`config.mk`:
```
export PLATFORM = sky130hd
export DESIGN_NAME = fp_wb_queue_flat
export DESIGN_NICKNAME = d
export VERILOG_FILES = /design/src/rtl/fp_wb_queue_if.sv /design/src/rtl/fp_wb_queue.sv /design/src/flat_wrapper.sv
export SDC_FILE = /design/constraint.sdc
export NUM_CORES = 1
export LEC_CHECK = 0
export ABC_AREA = 1
export CAP_MARGIN = 25
export CORE_ASPECT_RATIO = 0.75
export CORE_UTILIZATION = 30
export CTS_CLUSTER_SIZE = 16
export DETAILED_ROUTE_END_ITERATION = 8
export PLACE_DENSITY = 0.48
export SLEW_MARGIN = 20
export SYNTH_ARGS = -nofsm -noshare
export SYNTH_HDL_FRONTEND = slang
export SYNTH_SLANG_ARGS = --single-unit
```
`constraint.sdc`:
```
create_clock -name clk -period 8.2 [get_ports clk]
set_input_delay 1.64 -clock clk [delete_from_list [all_inputs] [get_ports clk]]
set_output_delay 1.64 -clock clk [all_outputs]
set_load 0.005 [all_outputs]
```
`src/rtl/fp_wb_queue_if.sv`:
```
// Signal bundle between the W stage / long-latency FP unit and fp_wb_queue.
// slave is the queue's view; master is the view of the logic driving it.
interface fp_wb_queue_if;
  logic        i_pipe_wb_en_f;
  logic [4:0]  i_pipe_frd_index;
  logic [31:0] i_pipe_wb_data;
  logic        i_lu_valid;
  logic        o_lu_ready;
  logic [4:0]  i_lu_frd_index;
  logic [31:0] i_lu_data;
  logic        i_issue_en;
  logic [4:0]  i_issue_frd_index;
  logic        o_W_wb_en_f;
  logic [4:0]  o_W_frd_index;
  logic [31:0] o_W_wb_data;
  logic [31:0] o_pending;
  logic        o_full;
  logic        o_empty;

  modport slave (
    input  i_pipe_wb_en_f, i_pipe_frd_index, i_pipe_wb_data,
    input  i_lu_valid, i_lu_frd_index, i_lu_data,
    input  i_issue_en, i_issue_frd_index,
    output o_lu_ready, o_W_wb_en_f, o_W_frd_index, o_W_wb_data,
    output o_pending, o_full, o_empty
  );

  modport master (
    output i_pipe_wb_en_f, i_pipe_frd_index, i_pipe_wb_data,
    output i_lu_valid, i_lu_frd_index, i_lu_data,
    output i_issue_en, i_issue_frd_index,
    input  o_lu_ready, o_W_wb_en_f, o_W_frd_index, o_W_wb_data,
    input  o_pending, o_full, o_empty
  );
endinterface

```
`src/rtl/fp_wb_queue.sv`:
```
// FP register-file write-port merger: pipe writeback has priority, long-latency results drain from a FIFO.
// Optional same-cycle bypass of an idle queue: define FP_WBQ_BYPASS_EN.
module fp_wb_queue #(
  parameter int unsigned DEPTH = 4
) (
  input logic          clk,
  input logic          rst,
  fp_wb_queue_if.slave wb
);
  localparam int unsigned PTR_W  = (DEPTH > 1) ? $clog2(DEPTH) : 1;
  localparam int unsigned CNT_W  = PTR_W + 1;
  localparam int unsigned IDX_W  = 5;
  localparam int unsigned DATA_W = 32;
  localparam int unsigned NREG   = 32;

  typedef struct packed {
    logic [IDX_W-1:0]  frd;
    logic [DATA_W-1:0] data;
  } wbq_entry_t;

  wbq_entry_t        mem_q [DEPTH];
  wbq_entry_t        mem_d [DEPTH];
  logic [PTR_W-1:0]  wr_ptr_q, wr_ptr_d;
  logic [PTR_W-1:0]  rd_ptr_q, rd_ptr_d;
  logic [CNT_W-1:0]  count_q, count_d;
  logic [NREG-1:0]   pending_q, pending_d;

  logic              full_c;
  logic              empty_c;
  logic              push_c;
  logic              pop_c;
  logic              bypass_c;
  logic              wb_en_c;
  logic [IDX_W-1:0]  wb_idx_c;
  logic [DATA_W-1:0] wb_data_c;
  wbq_entry_t        head_c;

  assign full_c  = (count_q == CNT_W'(DEPTH));
  assign empty_c = (count_q == '0);
  assign head_c  = mem_q[rd_ptr_q];

  // Write-port mux: pipe first, then queue head, then (optionally) the unit directly.
  always_comb begin
    wb_en_c   = 1'b0;
    wb_idx_c  = '0;
    wb_data_c = '0;
    pop_c     = 1'b0;
    bypass_c  = 1'b0;
    if (wb.i_pipe_wb_en_f) begin
      wb_en_c   = 1'b1;
      wb_idx_c  = wb.i_pipe_frd_index;
      wb_data_c = wb.i_pipe_wb_data;
    end else if (!empty_c) begin
      wb_en_c   = 1'b1;
      wb_idx_c  = head_c.frd;
      wb_data_c = head_c.data;
      pop_c     = 1'b1;
    end
`ifdef FP_WBQ_BYPASS_EN
    else if (wb.i_lu_valid) begin
      wb_en_c   = 1'b1;
      wb_idx_c  = wb.i_lu_frd_index;
      wb_data_c = wb.i_lu_data;
      bypass_c  = 1'b1;
    end
`endif
  end

  // Ready depends only on registered occupancy, so a full queue refuses even when popping.
  assign push_c = wb.i_lu_valid && !full_c && !bypass_c;

  // FIFO next state.
  always_comb begin
    for (int unsigned i = 0; i < DEPTH; i++) begin
      mem_d[i] = mem_q[i];
    end
    wr_ptr_d = wr_ptr_q;
    rd_ptr_d = rd_ptr_q;
    count_d  = count_q;
    if (push_c) begin
      mem_d[wr_ptr_q] = '{frd: wb.i_lu_frd_index, data: wb.i_lu_data};
      wr_ptr_d        = wr_ptr_q + PTR_W'(1);
    end
    if (pop_c) begin
      rd_ptr_d = rd_ptr_q + PTR_W'(1);
    end
    case ({push_c, pop_c})
      2'b10:   count_d = count_q + CNT_W'(1);
      2'b01:   count_d = count_q - CNT_W'(1);
      default: count_d = count_q;
    endcase
  end

  // Scoreboard: retire on queue/bypass writes, then a same-index issue re-arms the bit.
  always_comb begin
    pending_d = pending_q;
    if (pop_c) begin
      pending_d[head_c.frd] = 1'b0;
    end
    if (bypass_c) begin
      pending_d[wb.i_lu_frd_index] = 1'b0;
    end
    if (wb.i_issue_en) begin
      pending_d[wb.i_issue_frd_index] = 1'b1;
    end
  end

  always_ff @(posedge clk or posedge rst) begin
    if (rst) begin
      for (int unsigned i = 0; i < DEPTH; i++) begin
        mem_q[i] <= '0;
      end
      wr_ptr_q  <= '0;
      rd_ptr_q  <= '0;
      count_q   <= '0;
      pending_q <= '0;
    end else begin
      for (int unsigned i = 0; i < DEPTH; i++) begin
        mem_q[i] <= mem_d[i];
      end
      wr_ptr_q  <= wr_ptr_d;
      rd_ptr_q  <= rd_ptr_d;
      count_q   <= count_d;
      pending_q <= pending_d;
    end
  end

  assign wb.o_W_wb_en_f   = wb_en_c;
  assign wb.o_W_frd_index = wb_idx_c;
  assign wb.o_W_wb_data   = wb_data_c;
  assign wb.o_pending     = pending_q;
  assign wb.o_full        = full_c;
  assign wb.o_empty       = empty_c;
  assign wb.o_lu_ready    = !full_c;
endmodule

```
`src/flat_wrapper.sv`:
```
// flat-port wrapper written by rule: the top's interface ports become plain ports
module fp_wb_queue_flat 
#(
  parameter int unsigned DEPTH = 4
)
  (clk, rst, wb_i_pipe_wb_en_f, wb_i_pipe_frd_index, wb_i_pipe_wb_data, wb_i_lu_valid, wb_i_lu_frd_index, wb_i_lu_data, wb_i_issue_en, wb_i_issue_frd_index, wb_o_lu_ready, wb_o_W_wb_en_f, wb_o_W_frd_index, wb_o_W_wb_data, wb_o_pending, wb_o_full, wb_o_empty);
  fp_wb_queue_if wb_i ();
  input logic clk;
  input logic rst;
  input wire logic [$bits(wb_i.i_pipe_wb_en_f)-1:0] wb_i_pipe_wb_en_f;
  input wire logic [$bits(wb_i.i_pipe_frd_index)-1:0] wb_i_pipe_frd_index;
  input wire logic [$bits(wb_i.i_pipe_wb_data)-1:0] wb_i_pipe_wb_data;
  input wire logic [$bits(wb_i.i_lu_valid)-1:0] wb_i_lu_valid;
  input wire logic [$bits(wb_i.i_lu_frd_index)-1:0] wb_i_lu_frd_index;
  input wire logic [$bits(wb_i.i_lu_data)-1:0] wb_i_lu_data;
  input wire logic [$bits(wb_i.i_issue_en)-1:0] wb_i_issue_en;
  input wire logic [$bits(wb_i.i_issue_frd_index)-1:0] wb_i_issue_frd_index;
  output wire logic [$bits(wb_i.o_lu_ready)-1:0] wb_o_lu_ready;
  output wire logic [$bits(wb_i.o_W_wb_en_f)-1:0] wb_o_W_wb_en_f;
  output wire logic [$bits(wb_i.o_W_frd_index)-1:0] wb_o_W_frd_index;
  output wire logic [$bits(wb_i.o_W_wb_data)-1:0] wb_o_W_wb_data;
  output wire logic [$bits(wb_i.o_pending)-1:0] wb_o_pending;
  output wire logic [$bits(wb_i.o_full)-1:0] wb_o_full;
  output wire logic [$bits(wb_i.o_empty)-1:0] wb_o_empty;
  assign wb_i.i_pipe_wb_en_f = wb_i_pipe_wb_en_f;
  assign wb_i.i_pipe_frd_index = wb_i_pipe_frd_index;
  assign wb_i.i_pipe_wb_data = wb_i_pipe_wb_data;
  assign wb_i.i_lu_valid = wb_i_lu_valid;
  assign wb_i.i_lu_frd_index = wb_i_lu_frd_index;
  assign wb_i.i_lu_data = wb_i_lu_data;
  assign wb_i.i_issue_en = wb_i_issue_en;
  assign wb_i.i_issue_frd_index = wb_i_issue_frd_index;
  assign wb_o_lu_ready = wb_i.o_lu_ready;
  assign wb_o_W_wb_en_f = wb_i.o_W_wb_en_f;
  assign wb_o_W_frd_index = wb_i.o_W_frd_index;
  assign wb_o_W_wb_data = wb_i.o_W_wb_data;
  assign wb_o_pending = wb_i.o_pending;
  assign wb_o_full = wb_i.o_full;
  assign wb_o_empty = wb_i.o_empty;
  fp_wb_queue #(.DEPTH(DEPTH)) u_core (.clk(clk), .rst(rst), .wb(wb_i));
endmodule
```
# Yosys cells after proc, flatten, opt, wreduce, memory -nomap -nowiden
# Cells that the tools add are included.
[totals]
register_bits = 187
mem_bits_rw = 0
word_cells = 58
latch_bits = 0
input_bits = 84
out_inout_bits = 73
romBits = 0
mem_count = 0
[op_classes]
add_sub_neg = 4
order_cmp = 7
n_bitwise = 5
n_shift = 0
mul = 0
mux = 20
div_mod_pow = 0
reduce_logical = 7
n_eq_ne = 3
[op_table]
columns = ["operator", "count"]
rows = [
  ["bitwise mux 148 bit", 1],
  ["2-to-1 mux 32 bit", 4],
  ["2-to-1 mux 37 bit", 3],
  ["binary-select mux 37 bit (select 2 bit)", 1],
  ["demux 37 bit (select 2 bit)", 1],
  ["bitwise AND 32 bit", 1],
  ["NOT 32 bit", 1],
  ["OR 32 bit", 1],
  ["less-than comparator 5 x 6 -> 1 bit (second input constant)", 2],
  ["demux 1 bit (select 5 bit)", 2],
  ["greater-or-equal comparator 5 x 1 -> 1 bit (second input constant)", 2],
  ["2-to-1 mux 5 bit", 2],
  ["greater-or-equal comparator 3 bit (second input constant)", 2],
  ["NOT 2 -> 3 bit", 2],
  ["case mux 3 bit (2 select lines)", 1],
  ["2-to-1 mux 1 bit", 5],
  ["adder 2 x 1 -> 2 bit (second input constant)", 2],
  ["logical AND 1 bit", 4],
  ["adder 3 x 1 -> 3 bit (second input constant)", 1],
  ["equality test 3 bit (second input constant)", 1],
  ["zero test 3 bit", 1],
  ["less-than comparator 3 x 1 -> 1 bit (second input constant)", 1],
  ["subtractor 3 x 1 -> 3 bit (second input constant)", 1],
  ["equality test 2 x 1 -> 1 bit (second input constant)", 1],
  ["other kinds (3)", 3],
]

# Depth between registers and ports, before layout
[logic_depth]
depth_word = 13
mapped_depth = 11
mapped_depth_nobuf = 10

# Least setup slack after synthesis
# OpenSTA, ideal clock, no wires.
[synth_timing]
path_kind = "input -> output"
startpoint = "in wb_i_pipe_wb_en_f"
endpoint = "out wb_o_W_wb_data[0]"
setup_slack_ps = 4245
path_buffers = 2
stages = 4
arrival_ps = 2315
required_time_ps = 6560
cell_sequence = "clkbuf_1 -> clkbuf_1 -> nand2_1 -> nand2_1"
[synth_between]
elab_chain_len = 1
[synth_lines]
columns = ["item", "line", "text"]
rows = [
  ["start, declared", "flat_wrapper.sv:10", "input wire logic [$bits(wb_i.i_pipe_wb_en_f)-1:0] wb_i_pipe_wb_en_f;"],
  ["2-to-1 mux 32 bit", "fp_wb_queue.sv:49", "if (wb.i_pipe_wb_en_f) begin"],
  ["end, declared", "flat_wrapper.sv:21", "output wire logic [$bits(wb_i.o_W_wb_data)-1:0] wb_o_W_wb_data;"],
]
# Every way passes these cells.

# Worst setup path in the final report
[layout_timing]
startpoint = "in wb_i_pipe_wb_en_f"
endpoint = "out wb_o_W_wb_data[31]"
# Same word-level chain as after synthesis.

==> impl_metrics.json <==
{
  "cts_buffers": 17,
  "ys_top_cells_by_area": "dfrtp_1 (51%), nand2_1 (23%), o21ai_0 (11%), nor2_1 (2.9%), o22ai_1 (2.1%)",
  "io_buffer_count": 156,
  "setup_viol": 0,
  "skew_ps": 8.77,
  "worstPathCellList": "buf_2, a21oi_4, inv_1, o31ai_1, clkdlybuf4s50_1",
  "antenna_left": 0,
  "firstDrtPassIters": 5,
  "place_ws_ps": 2630,
  "dp_hpwl_um": 17900,
  "fmax_ghz": 0.183,
  "clock_path_buffers": 2,
  "io_pins": 157,
  "fp-row-count": 55,
  "drv_cap": 0,
  "synth_seq_cells": 187,
  "syn_to_final_growth_pct": 26.2,
  "n_antenna_cell": 0,
  "ys_async_sr_fraction": 1.00,
  "final_area_um2": 11700,
  "grt_pass1_vias": 8216,
  "period_minus_slack_ps": 5480,
  "final_nets": 1431,
  "die-width_um": 205,
  "yosysTopAreaCell": "dfrtp_1",
  "clkLatencyLatePin_ps": 440,
  "reg2reg_from": "u_core.count_q[1]",
  "synth_nets": 1319,
  "cts_setup_buffers": 0,
  "run_status": "complete, no violations",
  "slew_violations": 0,
  "yosysWarnings": 0,
  "startpoint": "wb_i_pipe_wb_en_f",
  "post-route-drc-count": 0,
  "grt.busiest_layer": "met2",
  "routed_wl_um": 30400,
  "syn_inst": 1229,
  "grt_max_degree": 113,
  "ys_seq_area_frac": 0.506,
  "start_util": 0.306,
  "cts_hold_buf": 0,
  "cts_resized": 0,
  "r2r-end": "u_core.count_q[2]",
  "critPathArrivalTime_ps": 3840,
  "critPathKind": "input pin to output pin",
  "grt.met3_usage": 0.0345,
  "cp.required_ps": 6560,
  "place_congestion": 0.786,
  "via_per_inst": 4.80,
  "hold_ws_ps": 475,
  "worstSetupEndpoint": "wb_o_W_wb_data[31]",
  "cts.sinks": 187,
  "synth_area_per_cell_um2": 7.53,
  "met2_usage": 0.300,
  "cp_num_cells": 5,
  "htreeDepth": 4,
  "ys_types": 28,
  "finalPower_mw": 4.53,
  "vias": 8413,
  "grt_pass1_wl_um": 48400,
  "r2r_slack_ps": 5540,
  "met1_usage": 0.298,
  "drive_gt1_frac": 0.0576,
  "finalWorstSetupSlack_ps": 2720,
  "grt_setup_unrepaired": "no",
  "nFillCells": 3231,
  "grt_antenna_before_repair": 0,
  "fin_crit_sh": 0.668,
  "post_dp_cell_area_um2": 11100,
  "peakVddDrop_mv": 0.221,
  "synth.top_cells.by_count": "nand2_1 (565), o21ai_0 (196), dfrtp_1 (187), nor2_1 (72), clkbuf_1 (36)",
  "clk_pin_slew_ps": 70,
  "startpoint_type": "input pin",
  "core_um2": 30300,
  "hold_violations": 0,
  "crit_family": "buffers and inverters",
  "p_per_area_nw_per_um2": 388,
  "post_drt_wl_per_cell_um": 17.4,
  "worstMarginPinSlew_ps": 924,
  "synthFlopType": "dfrtp_1",
  "cts-root-buf": "clkbuf_16",
  "groute.usage.overall": 0.200,
  "synth_top_area_share": 0.506,
  "worstSetupEndpointType": "output pin",
  "path_buf_inv": 3,
  "overflow": 0,
  "utilization": 0.386,
  "path_max_fanout": 39,
  "netlist_area_um2": 9250,
  "ff2ff_path_depth": 9,
  "die_y_um": 154,
  "synth_most_common_cell": "nand2_1",
  "cp_slowest_stage_delay_ps": 720,
  "fin_setup_tns_ps": 0,
  "placedCellCount": 1720,
  "drtIter0Drc": 585,
  "cts_tree": "built",
  "finalNonFillerCells": 1752,
  "relSlewSlack": 0.384,
  "hold_class": "flip-flop to flip-flop",
  "synth-edff-count": 0,
  "leakage_nw": 5.48,
  "dieArea_um2": 31600,
  "crit_slowest_cell": "a21oi_4"
}
[cell usage in the layout (no fill, tap or decap), drive strengths merged, types with 12 or more instances in the layout]
master         instances
clkdlybuf4s50        155
nand2                570
nor2                  86
dfrtp                187
o21ai                217
clkbuf                17
o22ai                 31
inv                   32
buf                   13
nand3                 12
[final cells by class]
class	instances	area, um^2	area share
Clock buffer	17	425	0.0364
Clock inverter	14	161	0.0138
Inverter	25	101	0.00868
Multi-Input combinational cell	942	4150	0.355
Sequential cell	187	4680	0.401
Tap cell	399	499	0.0427
Timing Repair Buffer	168	1670	0.143
[metal layers]
| layer | wire length, um | vias up |
|---|---|---|
| li1 | - | 4156 |
| met1 | 15500 | 4015 |
| met2 | 13200 | 216 |
| met3 | 1390 | 26 |
| met4 | 313 | 0 |
| met5 | 0 | - |
[logic make-up (layout without fill, tap and decap cells)]
family	after synthesis	in the layout	share of synthesized area
AO/OA/AOI/OAI	254	254	0.143
adder cells (fa/ha/maj)	6	6	0.00892
AND/OR/NAND/NOR	678	678	0.290
XOR/XNOR	4	4	0.00379
buffers and inverters	100	224	0.0488
flip-flops	187	187	0.506
[sequential cells by signal, indices dropped and copies added (netlist names)]
register and flops:
u_core.wb.o_pending 32, u_core.mem_q 148, u_core.rd_ptr_q 2, u_core.wr_ptr_q 2
u_core.count_q 3
[worst min-delay path by stage]
stage                                 start                       to  slack, ps  depth (start not counted)
global placement    u_core.wb.o_pending[28]  u_core.wb.o_pending[28]        450                          2
CTS                 u_core.wb.o_pending[10]  u_core.wb.o_pending[10]        480                          2
floorplan                 u_core.mem_q[101]        u_core.mem_q[101]        440                          2
global route        u_core.wb.o_pending[11]  u_core.wb.o_pending[11]        490                          2
finish                     u_core.mem_q[63]         u_core.mem_q[63]        470                          2
detailed placement  u_core.wb.o_pending[10]  u_core.wb.o_pending[10]        460                          2
[worst min-delay path, stage by stage (launching register included)]
cell	delay, ps
dfrtp_1	340
o21ai_1	60
nand2_1	50
[power by group]
part,internal (mW),total [mW],switching [mW]
registers,1.35,1.56,0.205
logic,0.775,2.12,1.35
clock network,0.456,0.855,0.399
total,2.58,4.53,1.95
No activity file was read; power rests on OpenSTA's default activity.
